### src/rtl/reg_file_8x16.sv
// Eight-entry register file: one synchronous write port, two combinational read ports (R, S)
// with optional write-first forwarding and an optional hard-wired zero register.
module reg_file_8x16 #(
   parameter int WIDTH      = 16,
   parameter int DEPTH_LOG2 = 3,
   parameter int R0_ZERO    = 0,
   parameter int BYPASS     = 1
) (
   input  logic                  clk,
   input  logic                  reset,
   input  logic                  W,
   input  logic [DEPTH_LOG2-1:0] W_Adr,
   input  logic [DEPTH_LOG2-1:0] R_Adr,
   input  logic [DEPTH_LOG2-1:0] S_Adr,
   input  logic [WIDTH-1:0]      WR,
   output logic [WIDTH-1:0]      R,
   output logic [WIDTH-1:0]      S,
   output logic                  W_busy
);

   localparam int DEPTH = 1 << DEPTH_LOG2;

   logic [WIDTH-1:0] regs [DEPTH];
   logic [DEPTH-1:0] wr_dec;
   logic             wr_commit;

   // One-hot write decode; a write to a hard-wired zero register never decodes.
   always_comb begin
      wr_dec = '0;
      if (W && !((R0_ZERO != 0) && (W_Adr == '0)))
         wr_dec[W_Adr] = 1'b1;
   end

   assign wr_commit = |wr_dec;

   always_ff @(posedge clk) begin
      if (reset) begin
         for (int i = 0; i < DEPTH; i++)
            regs[i] <= '0;
         W_busy <= 1'b0;
      end else begin
         for (int i = 0; i < DEPTH; i++)
            if (wr_dec[i])
               regs[i] <= WR;
         W_busy <= wr_commit;
      end
   end

   function automatic logic [WIDTH-1:0] read_port(
      input logic [DEPTH_LOG2-1:0] adr,
      input logic                  fwd,
      input logic [WIDTH-1:0]      wdata,
      input logic [WIDTH-1:0]      stored
   );
      if ((R0_ZERO != 0) && (adr == '0))
         return '0;
      if ((BYPASS != 0) && fwd)
         return wdata;
      return stored;
   endfunction

   // Forwarding uses the decoded write, so dropped and reset-cycle writes never forward.
   always_comb begin
      R = read_port(R_Adr, wr_dec[R_Adr] && !reset, WR, regs[R_Adr]);
      S = read_port(S_Adr, wr_dec[S_Adr] && !reset, WR, regs[S_Adr]);
   end

endmodule

### config.mk
export PLATFORM = sky130hd
export DESIGN_NAME = reg_file_8x16
export DESIGN_NICKNAME = d
export VERILOG_FILES = /design/src/rtl/reg_file_8x16.sv
export SDC_FILE = /design/constraint.sdc
export NUM_CORES = 1
export LEC_CHECK = 0
export ABC_CLOCK_PERIOD_IN_PS = 4100
export CAP_MARGIN = 20
export CORE_MARGIN = 2
export CORE_UTILIZATION = 35
export CTS_CLUSTER_DIAMETER = 40
export CTS_CLUSTER_SIZE = 40
export DETAILED_ROUTE_END_ITERATION = 7
export HOLD_SLACK_MARGIN = 0.15
export PLACE_DENSITY = 0.53
export RECOVER_POWER = 25
export SLEW_MARGIN = 15
export SYNTH_ARGS = -nofsm -noshare
export SYNTH_HDL_FRONTEND = slang
export SYNTH_SLANG_ARGS = --single-unit
### constraint.sdc
create_clock -name clk -period 4.1 [get_ports clk]
set_clock_uncertainty 0.1 [all_clocks]
set_input_delay 0.41 -clock clk [delete_from_list [all_inputs] [get_ports clk]]
set_output_delay 0.41 -clock clk [all_outputs]
set_load 0.02 [all_outputs]
==> metrics.log, run 1 <==
[metrics] Final Wtd Congestion: 0.776
[metrics] count of clock tree sinks: roughly 130
[metrics] count of max-cap constraint violations: 0
[metrics] vias in the first global route: 4461
[metrics] per-instance average area after synthesis: 16.3 sq um
[metrics] final total power: 3.54 mW
[metrics] clock-pin transition on the worst setup and hold timing paths: 0.05 ns
[metrics] half-perimeter wire length after placement: 11600 um
[metrics] final count of negative-setup-slack endpoints: 0
[metrics] number of levels the H-tree was split into: 4
[metrics] overall global routing resource usage: 17.8%
[metrics] LEAKAGE: 3.15 nW
[metrics] total iterations of the first detailed-routing run: 5
[metrics] post-route insts no fill: 800
[metrics] DRT iter0 DRCs: 402
[metrics] endpoints failing hold: 0
[metrics] area taken by flip-flops and latches: 0.00386 sq mm
[metrics] per-cell via count in the routed design: 5.36
[metrics] setup repair bufs after CTS: 0
[metrics] number of antenna violations at the first check in global routing: 0
[metrics] share of final-layout standard cells stronger than drive strength 1: between 20% and 30%
[metrics] multi-input gate area in the final layout: 0.00301 sq mm
[metrics] unique cell type count in the Yosys netlist: 19
[metrics] final non-filler cell area: approximately 0.0086 sq mm
[metrics] EDFF count, synth: between 100 and 150
[metrics] chip height: 148 um
[metrics] width of the die: between 100 and 150 um
[metrics] Rel. slew slack: 9.66%
[metrics] arrival time worst endpoint: about 2.8 ns
[metrics] Worst Setup EP: R[8]
[metrics] final count of pins violating max slew: 0
[metrics] library cell contributing the largest single delay on the critical path: sky130_fd_sc_hd__mux4_1
[metrics] crit-path leading delay family: buffers and inverters
[metrics] final worst-path cycle share: 79.6%
[metrics] leading post-synthesis cells by cell area: sky130_fd_sc_hd__edfxtp_1, sky130_fd_sc_hd__mux4_1, sky130_fd_sc_hd__mux2_2
[metrics] DIE AREA: 0.0219 sq mm
[metrics] Detail Route Antenna Nets: 0
[metrics] fraction of post-synthesis cell area in the top cell type by area: roughly 53%
[metrics] crit end category: output port
[metrics] Initial Util: 35.8%
[metrics] WL/cell: ~23 um
[metrics] share of flip-flops with an asynchronous set or reset: 0%
[metrics] number of placed cells counting well taps: between 700 and 800
[metrics] worst-case vdd ir drop: 0.281 mV
[metrics] TritonCTS clock tree: done
[metrics] n_diodes: 0
[metrics] beginning of the critical path: R_Adr[0]
[metrics] first-pass GRT wire length: 28000 um
[metrics] Netlist Area Pre-Place: 0.00727 sq mm
[metrics] maximum number of pins on one net before global-route repair: 34
[metrics] growth of design area from synthesis to finish: 18.6%
[metrics] CTS resizes: 0
[metrics] largest area contributor in the synthesized netlist: sky130_fd_sc_hd__edfxtp_1
[metrics] master cell of the clock root buffer: sky130_fd_sc_hd__clkbuf_16
[metrics] worst setup path class: in2out
[metrics] summed negative setup slack over all endpoints: 0 ns
[metrics] crit-path max FO: 20
[metrics] net count of the mapped netlist: 474
[metrics] RSZ-0062 raised after global routing: no
[metrics] DRC violation count after routing: 0
[metrics] site row count: 52
[metrics] Port Buffer Count: 60
[metrics] ports placed on the boundary: 61
[metrics] cell-by-cell trace of the critical path: buf_2 -> buf_12 -> mux4_1 -> mux2_2 -> mux2_2 -> clkdlybuf4s50_1
[metrics] outcome: finished clean
[metrics] synthesized netlist cell count: 446
[metrics] min Tclk post-route: 3.26 ns
[metrics] sort of element at the start of the critical path: primary input
[metrics] Worst-Margin Slew: 1.36 ns
[metrics] Clock Tree Buf Depth: 2
[metrics] tightest hold margin: 0.599 ns
[metrics] worst path required time: 3.59 ns
[metrics] core box area: 0.0203 sq mm
[metrics] number of storage elements in the synthesis netlist: 129
[metrics] grt total ovfl: 0
[metrics] post-placement setup slack: roughly 0.8 ns
[metrics] final core occ: 42.5%
[metrics] CP max stage delay: 0.57 ns
[metrics] CTS Hold Bufs: 0
[metrics] number of stages on the worst setup path: 6
[metrics] Worst Hold Class: in2reg
[metrics] DRT Wirelength: 18700 um
[metrics] warnings from Yosys: 0
[metrics] Post-synth top flop: sky130_fd_sc_hd__edfxtp_1
[metrics] total placed instance area: 0.00812 sq mm
[metrics] Filler Cells Inserted: 1885
[metrics] final net count: 547
[metrics] maximum achievable frequency: slightly above 300 MHz
[metrics] worst setup margin: 0.838 ns
[metrics] critical path buffer and inverter count: 3
[metrics] cell with the most instances on the worst path: sky130_fd_sc_hd__mux2_2
[metrics] power density of the placed cells: 411 mW/mm^2
[metrics] count of vias placed by the detailed router: around 4300
[metrics] CTS Buf Count: 17
[metrics] register area share after synthesis: a little over half
[cells by family (layout without fill, tap and decap cells)]
logic type / after synthesis / in the layout / share of synthesized area (%)
compound gates: 2 / 2 / 0.275
xor+xnor: 6 / 6 / 0.723
buf+inv: 51 / 135 / 5.39
flops: 129 / 129 / 53.1
mux: 128 / 128 / 32.6
simple gates: 130 / 130 / 7.88
[per-layer routing]
metal  GRT usage, %  share of wire [%]  wire length [um]
met1           24.7                 45              8480
met2           28.8                 48              9010
met3           2.76                5.0               935
met4           5.86                1.5               280
met5              0                  0                 0
[flip-flops by register name, summed over array words and instances (netlist names)]
name / flops
W_busy: 1
regs: 128
[Yosys cell counts, types with 3 or more instances]
master / n
sky130_fd_sc_hd__mux4_4: 3
sky130_fd_sc_hd__edfxtp_1: 128
sky130_fd_sc_hd__mux4_1: 47
sky130_fd_sc_hd__nand2b_1: 22
sky130_fd_sc_hd__buf_6: 8
sky130_fd_sc_hd__clkbuf_1: 12
sky130_fd_sc_hd__nand3_1: 4
sky130_fd_sc_hd__xnor2_1: 6
sky130_fd_sc_hd__nor2b_1: 3
sky130_fd_sc_hd__mux2_4: 6
sky130_fd_sc_hd__mux4_2: 14
sky130_fd_sc_hd__mux2_2: 58
sky130_fd_sc_hd__inv_1: 17
sky130_fd_sc_hd__nor2_1: 97
sky130_fd_sc_hd__clkbuf_8: 14
[where the power goes]
group          switching (mW)  internal (mW)  total [mW]  leakage, nW
Clock                   0.519          0.810        1.33        0.247
Sequential             0.0435           1.55        1.60         1.25
Combinational           0.287          0.331       0.618         1.66
Total                   0.850           2.69        3.54         3.15
[layout make-up]
type | count | area share [%]
Sequential cell | 129 | 44.8
Clock inverter | 10 | 0.827
Tap cell | 270 | 3.92
Inverter | 17 | 0.740
Clock buffer | 20 | 5.06
Multi-Input combinational cell | 266 | 35.0
Timing Repair Buffer | 88 | 9.68
[worst min path at each step]
| stage | endpoint | slack [ns] | depth (start not counted) | from |
|---|---|---|---|---|
| finish | W_busy | 0.60 | 2 | reset |
| global route | W_busy | 0.60 | 2 | reset |
| CTS | W_busy | 0.52 | 2 | reset |
| detailed placement | W_busy | 0.95 | 2 | reset |
| global placement | W_busy | 0.95 | 2 | reset |
| floorplan | W_busy | 0.52 | 1 | W |
[cells in the final DEF (no fill, tap or decap)]
master	synthesis	final
sky130_fd_sc_hd__dfxtp_1	1	1
sky130_fd_sc_hd__dlygate4sd3_1	0	2
sky130_fd_sc_hd__clkinv_2	0	3
sky130_fd_sc_hd__nor2b_1	3	3
sky130_fd_sc_hd__buf_2	0	2
sky130_fd_sc_hd__nor2_1	97	97
sky130_fd_sc_hd__xnor2_1	6	6
sky130_fd_sc_hd__nand3_1	4	4
sky130_fd_sc_hd__clkinvlp_4	0	1
sky130_fd_sc_hd__clkdlybuf4s50_1	0	56
sky130_fd_sc_hd__edfxtp_1	128	128
sky130_fd_sc_hd__mux2_2	58	58
sky130_fd_sc_hd__mux2_4	6	6
sky130_fd_sc_hd__inv_1	17	17
sky130_fd_sc_hd__buf_12	0	3
sky130_fd_sc_hd__clkbuf_1	12	4
sky130_fd_sc_hd__nand2_1	2	2
sky130_fd_sc_hd__bufinv_16	0	1
sky130_fd_sc_hd__buf_4	0	24
sky130_fd_sc_hd__nand2b_1	22	22
sky130_fd_sc_hd__clkbuf_16	0	17
sky130_fd_sc_hd__mux4_4	3	3
sky130_fd_sc_hd__mux4_1	47	47
sky130_fd_sc_hd__a41o_1	2	2
sky130_fd_sc_hd__clkinv_1	0	5
sky130_fd_sc_hd__mux4_2	14	14
sky130_fd_sc_hd__nand4_2	2	2
Power figures use the tool's default switching activity.
==> run 2: changes to the inputs <==
--- a/config.mk
+++ b/config.mk
@@ -5,7 +5,7 @@
 export SDC_FILE = /design/constraint.sdc
 export NUM_CORES = 1
 export LEC_CHECK = 0
-export ABC_CLOCK_PERIOD_IN_PS = 4100
+export ABC_CLOCK_PERIOD_IN_PS = 3070
 export CAP_MARGIN = 20
 export CORE_MARGIN = 2
 export CORE_UTILIZATION = 35
==> constraint.sdc (replaced) <==
create_clock -name clk -period 3.07 [get_ports clk]
set_clock_uncertainty 0.1 [all_clocks]
set_input_delay 0.307 -clock clk [delete_from_list [all_inputs] [get_ports clk]]
set_output_delay 0.307 -clock clk [all_outputs]
set_load 0.02 [all_outputs]
==> metrics.log, run 2 (same netlist as run 1, synthesis figures left out) <==
[metrics] outcome: finished clean
[metrics] Worst-Margin Slew: 1.34 ns (-0.0150 ns)
[metrics] half-perimeter wire length after placement: 12200 um (+5.2%)
[metrics] maximum number of pins on one net before global-route repair: 27 (-21%)
[metrics] core box area: 0.0203 sq mm (unchanged)
[metrics] number of placed cells counting well taps: 776 (+0.78%)
[metrics] DIE AREA: 0.0219 sq mm (unchanged)
[metrics] crit-path max FO: 26 (+30%)
[metrics] worst path required time: 2.66 ns (-0.93 ns)
[metrics] worst-case vdd ir drop: 0.425 mV (+51%)
[metrics] count of vias placed by the detailed router: 4327 (+0.86%)
[metrics] Initial Util: 35.8% (unchanged)
[metrics] ports placed on the boundary: 61 (unchanged)
[metrics] worst setup path class: in2out
[metrics] arrival time worst endpoint: 2.58 ns (-0.17 ns)
[metrics] overall global routing resource usage: 18.4% (+0.60 points)
[metrics] count of clock tree sinks: 129 (unchanged)
[metrics] final count of pins violating max slew: 0 (unchanged)
[metrics] sort of element at the start of the critical path: primary input
[metrics] chip height: 148 um (unchanged)
[metrics] clock-pin transition on the worst setup and hold timing paths: 0.05 ns (about the same)
[metrics] power density of the placed cells: 542 mW/mm^2 (+32%)
[metrics] master cell of the clock root buffer: sky130_fd_sc_hd__clkbuf_16
[metrics] Clock Tree Buf Depth: 2 (unchanged)
[metrics] cell-by-cell trace of the critical path: clkdlybuf4s50_1 -> buf_12 -> mux4_4 -> mux2_2 -> mux2_2 -> clkdlybuf4s50_1
[metrics] library cell contributing the largest single delay on the critical path: sky130_fd_sc_hd__clkdlybuf4s50_1
[metrics] first-pass GRT wire length: 28800 um (+3.0%)
[metrics] Worst Hold Class: in2reg
[metrics] beginning of the critical path: S_Adr[2]
[metrics] Largest Register: regs
[metrics] vias in the first global route: 4664 (+4.6%)
[metrics] maximum achievable frequency: around 340 MHz
[metrics] post-route insts no fill: 806 (+0.75%)
[metrics] Port Buffer Count: 60 (unchanged)
[metrics] site row count: 52 (unchanged)
[metrics] final non-filler cell area: 0.00877 sq mm (+1.7%)
[metrics] number of levels the H-tree was split into: 4 (unchanged)
[metrics] CP max stage delay: 0.53 ns (-0.04 ns)
[metrics] TritonCTS clock tree: done
[metrics] width of the die: 148 um (unchanged)
[metrics] crit end category: output port
[metrics] growth of design area from synthesis to finish: 20.6%
[metrics] Rel. slew slack: 10.7% (+1.0 points)
[metrics] DRT Wirelength: 19300 um (+3.1%)
[metrics] most common cell after layout, fill and taps aside: sky130_fd_sc_hd__edfxtp_1
[metrics] count of cells along the worst hold path: 2 (unchanged)
[metrics] min Tclk post-route: slightly below 3 ns
[metrics] DRT iter0 DRCs: 351 (-13%)
[metrics] share of final-layout standard cells stronger than drive strength 1: 26.1% (+0.84 points)
[metrics] Regs by FF count: regs x128, W_busy x1
[metrics] final count of negative-setup-slack endpoints: 0 (unchanged)
[metrics] final total power: 4.75 mW (+34%)
[metrics] Worst Hold Launch: reset
[metrics] Final Wtd Congestion: 0.755 (-2.8%)
[metrics] LEAKAGE: 3.22 nW (+2.1%)
[metrics] CTS Buf Count: 17 (unchanged)
[metrics] n_diodes: 0 (unchanged)
[metrics] WL/cell: 23.9 um (+2.4%)
[metrics] grt total ovfl: 0 (unchanged)
[metrics] total iterations of the first detailed-routing run: 4 (-1)
[metrics] total placed instance area: 0.00826 sq mm (+1.8%)
[metrics] final net count: 553 (+1.1%)
[metrics] number of flip-flops in the largest register: 128 (unchanged)
[metrics] endpoints failing hold: 0 (unchanged)
[metrics] Detail Route Antenna Nets: 0 (unchanged)
[metrics] RSZ-0062 raised after global routing: no
[metrics] DRC violation count after routing: 0 (unchanged)
[metrics] count of max-cap constraint violations: 0 (unchanged)
[metrics] highest-count cells in the layout ignoring fill and taps: sky130_fd_sc_hd__edfxtp_1, sky130_fd_sc_hd__nor2_1, sky130_fd_sc_hd__mux2_2
[metrics] setup repair bufs after CTS: 0 (unchanged)
[metrics] summed negative setup slack over all endpoints: 0 ns (unchanged)
[metrics] final worst-path cycle share: 97.2%
[metrics] per-cell via count in the routed design: 5.37 (+0.11%)
[metrics] number of antenna violations at the first check in global routing: 0 (unchanged)
run 2: cell count changes in the layout (fill, tap and decap cells not counted), sizes merged:
cell and delta:
clkbuf +2, clkinv -1, buf +5
run 2: timing repair:
action / 4_1_cts / 5_1_grt
setup endpoints to repair: 0 / 3
gates resized for setup: 0 / 1
hold buffers: 0 / 0
run 2: final cells by class:
cell class | instances | area (sq um)
fill | 1867 | 11500
sequential | 129 | 3860
multi-input combinational | 266 | 3010
timing repair buffer | 94 | 980
clock buffer | 21 | 440
tap | 270 | 338
clock inverter | 9 | 68.8
inverter | 17 | 63.8
run 2: metal layers:
metal	track usage, %	share of wire [%]	wire [um]	vias up
li1	-	-	-	1920
met4	6.29	0.82	159	0
met2	30.8	50	9600	121
met3	3.47	5.3	1020	14
met5	0	0	0	-
met1	24.1	44	8510	2272
run 2: where the power goes:
group	switching [mW]	internal, mW	leakage (nW)
clock	0.682	1.08	0.249
combinational	0.392	0.461	1.72
sequential	0.0592	2.07	1.25
total	1.13	3.62	3.22
run 2: worst max-delay path, delay by kind of cell:
family | cells | cell delay [ns]
muxes | 3 | 0.98
buffers and inverters | 3 | 1.25
run 2: final timing paths:
path	endpoint	slack (ns)
setup / recovery	S[12]	0.09
hold / removal	W_busy	0.50
run 2: per-stage QoR:
step                worst slack (ns)  hold WS, ns  utilization, %
floorplan                      0.990        0.416               -
global placement              0.0576        0.862            40.7
detailed placement            0.0557        0.853            40.7
CTS                           0.0265        0.418            43.2
global route                  0.0205        0.510            43.2
finish                        0.0868        0.498            43.2
==> run 3: changes to the inputs <==
--- a/config.mk
+++ b/config.mk
@@ -13,7 +13,7 @@
 export CTS_CLUSTER_SIZE = 40
 export DETAILED_ROUTE_END_ITERATION = 7
 export HOLD_SLACK_MARGIN = 0.15
-export PLACE_DENSITY = 0.53
+export PLACE_DENSITY_LB_ADDON = 0.12
 export RECOVER_POWER = 25
 export SLEW_MARGIN = 15
 export SYNTH_ARGS = -nofsm -noshare
==> metrics.log, run 3 (same netlist as run 1, synthesis figures left out) <==
[metrics] outcome: finished clean
[metrics] site row count: 52 (unchanged)
[metrics] DIE AREA: 0.0219 sq mm (unchanged)
[metrics] DRC violation count after routing: 0 (unchanged)
[metrics] final net count: 564 (+2.0%)
[metrics] setup repair bufs after CTS: 0 (unchanged)
[metrics] most common cell after layout, fill and taps aside: sky130_fd_sc_hd__edfxtp_1
[metrics] crit end category: output port
[metrics] Port Buffer Count: 60 (unchanged)
[metrics] LEAKAGE: 3.28 nW (+2.1%)
[metrics] crit-path max FO: 20 (-23%)
[metrics] worst path required time: 2.66 ns (about the same)
[metrics] Filler Cells Inserted: 1836 (-1.7%)
[metrics] vias in the first global route: 4590 (-1.6%)
[metrics] summed negative setup slack over all endpoints: 0 ns (unchanged)
[metrics] TritonCTS clock tree: done
[metrics] ports placed on the boundary: 61 (unchanged)
[metrics] Worst Setup EP: R[8]
[metrics] number of levels the H-tree was split into: 4 (unchanged)
[metrics] crit-path leading delay family: buffers and inverters
[metrics] CTS resizes: 0 (unchanged)
[metrics] post-route insts no fill: 819 (+1.6%)
[metrics] chip height: 148 um (unchanged)
[metrics] growth of design area from synthesis to finish: 22.0%
[metrics] Worst Hold Launch: WR[9]
[metrics] beginning of the critical path: R_Adr[1]
[metrics] tightest hold margin: 0.677 ns (+0.179 ns)
[metrics] count of vias placed by the detailed router: 4289 (-0.88%)
[metrics] first-pass GRT wire length: 29200 um (+1.5%)
[metrics] area taken by flip-flops and latches: 0.00386 sq mm (unchanged)
[metrics] number of antenna violations at the first check in global routing: 0 (unchanged)
[metrics] min Tclk post-route: 2.98 ns (+0.000651 ns)
[metrics] count of clock tree sinks: 129 (unchanged)
[metrics] number of flip-flops in the largest register: 128 (unchanged)
[metrics] multi-input gate area in the final layout: 0.00301 sq mm (unchanged)
[metrics] number of stages on the worst setup path: 7 (+1)
[metrics] number of placed cells counting well taps: 787 (+1.4%)
[metrics] CP max stage delay: 0.54 ns (about the same)
[metrics] DRT iter0 DRCs: 282 (-20%)
[metrics] Regs by FF count: regs x128, W_busy x1
[metrics] maximum achievable frequency: 335 MHz (about the same)
[metrics] grt total ovfl: 0 (unchanged)
[metrics] clock-pin transition on the worst setup and hold timing paths: 0.05 ns (about the same)
[metrics] per-cell via count in the routed design: 5.24 (-2.5%)
[metrics] Largest Register: regs
[metrics] Worst Hold Class: in2reg
[metrics] highest-count cells in the layout ignoring fill and taps: sky130_fd_sc_hd__edfxtp_1, sky130_fd_sc_hd__nor2_1, sky130_fd_sc_hd__mux2_2
[metrics] core box area: 0.0203 sq mm (unchanged)
[metrics] final count of negative-setup-slack endpoints: 0 (unchanged)
[metrics] n_diodes: 0 (unchanged)
[metrics] power density of the placed cells: 560 mW/mm^2 (+3.3%)
[metrics] maximum number of pins on one net before global-route repair: 25 (-7.4%)
[metrics] critical path buffer and inverter count: 4 (+1)
[metrics] Rel. slew slack: 9.55% (-1.1 points)
[metrics] arrival time worst endpoint: 2.58 ns (about the same)
[metrics] Detail Route Antenna Nets: 0 (unchanged)
[metrics] worst setup path class: in2out
[metrics] RSZ-0062 raised after global routing: no
[metrics] final core occ: 43.7% (+0.50 points)
[metrics] cell-by-cell trace of the critical path: clkdlybuf4s50_1 -> buf_12 -> buf_12 -> mux4_1 -> mux2_2 -> mux2_2 -> clkdlybuf4s50_1
[metrics] DRT Wirelength: 19600 um (+1.5%)
[metrics] library cell contributing the largest single delay on the critical path: sky130_fd_sc_hd__clkdlybuf4s50_1
[metrics] final count of pins violating max slew: 0 (unchanged)
[metrics] worst-case vdd ir drop: 0.381 mV (-10%)
[metrics] count of max-cap constraint violations: 0 (unchanged)
[metrics] share of final-layout standard cells stronger than drive strength 1: 28.2% (+2.1 points)
[metrics] endpoints failing hold: 0 (unchanged)
[metrics] Worst-Margin Slew: 1.36 ns (+0.0166 ns)
[metrics] master cell of the clock root buffer: sky130_fd_sc_hd__clkbuf_16
[metrics] Final Wtd Congestion: 0.764 (+1.2%)
[metrics] width of the die: 148 um (unchanged)
[metrics] overall global routing resource usage: 18.7% (+0.36 points)
[metrics] CTS Buf Count: 17 (unchanged)
[metrics] Initial Util: 35.8% (unchanged)
[metrics] Clock Tree Buf Depth: 2 (unchanged)
[metrics] half-perimeter wire length after placement: 12900 um (+5.7%)
[metrics] WL/cell: 23.9 um (-0.13%)
[metrics] total iterations of the first detailed-routing run: 4 (unchanged)
[metrics] final worst-path cycle share: 97.2% (about the same)
[metrics] sort of element at the start of the critical path: primary input
[metrics] CTS Hold Bufs: 0 (unchanged)
## run 3: cell types whose count changed in the layout (fill, tap and decap cells not counted), sizes merged
cell	delta
buf	+9
bufinv	+2
clkinv	+2
clkbuf	-1
clkinvlp	+1
## run 3: worst min-delay path by stage
stage / endpoint / cells past startpoint
finish: regs[6][9] / 3
CTS: W_busy / 3
global route: W_busy / 3
detailed placement: W_busy / 1
floorplan: W_busy / 1
global placement: W_busy / 1
## run 3: layout make-up
class | count | area share [%]
clock inverters | 14 | 1.65
well taps | 270 | 3.81
inverters | 17 | 0.719
flip-flops and latches | 129 | 43.6
repair buffers | 105 | 11.4
clock buffers | 18 | 4.84
multi-input cells | 266 | 34.0
## run 3: layer usage
| metal | GRT usage (%) | wire length, um | vias to the layer above |
|---|---|---|---|
| li1 | - | - | 1936 |
| met1 | 24.6 | 8280 | 2215 |
| met2 | 31.5 | 10100 | 127 |
| met3 | 3.31 | 974 | 11 |
| met4 | 6.71 | 193 | 0 |
| met5 | 0 | 0 | - |
## run 3: per-stage QoR
stage	setup slack, ns	area (sq um)	total power, mW
5_1_grt	0.00753	8870	5.14
2_1_floorplan	0.990	7270	2.68
3_3_place_gp	0.0900	8310	3.02
4_1_cts	0.0732	8880	5.02
3_5_place_dp	0.0870	8310	3.03
6_report	0.0861	8870	4.97
## run 3: power by group
part | total [mW] | leakage, nW | internal (mW) | switching, mW
clock | 1.98 | 0.282 | 1.26 | 0.725
combinational | 0.853 | 1.75 | 0.463 | 0.390
sequential | 2.13 | 1.25 | 2.07 | 0.0604
## run 3: tightest hold or removal path: cells and delay by family
kind                   cells  cell delay (ns)
buffers and inverters      2             0.61
AND/OR/NAND/NOR            1             0.16
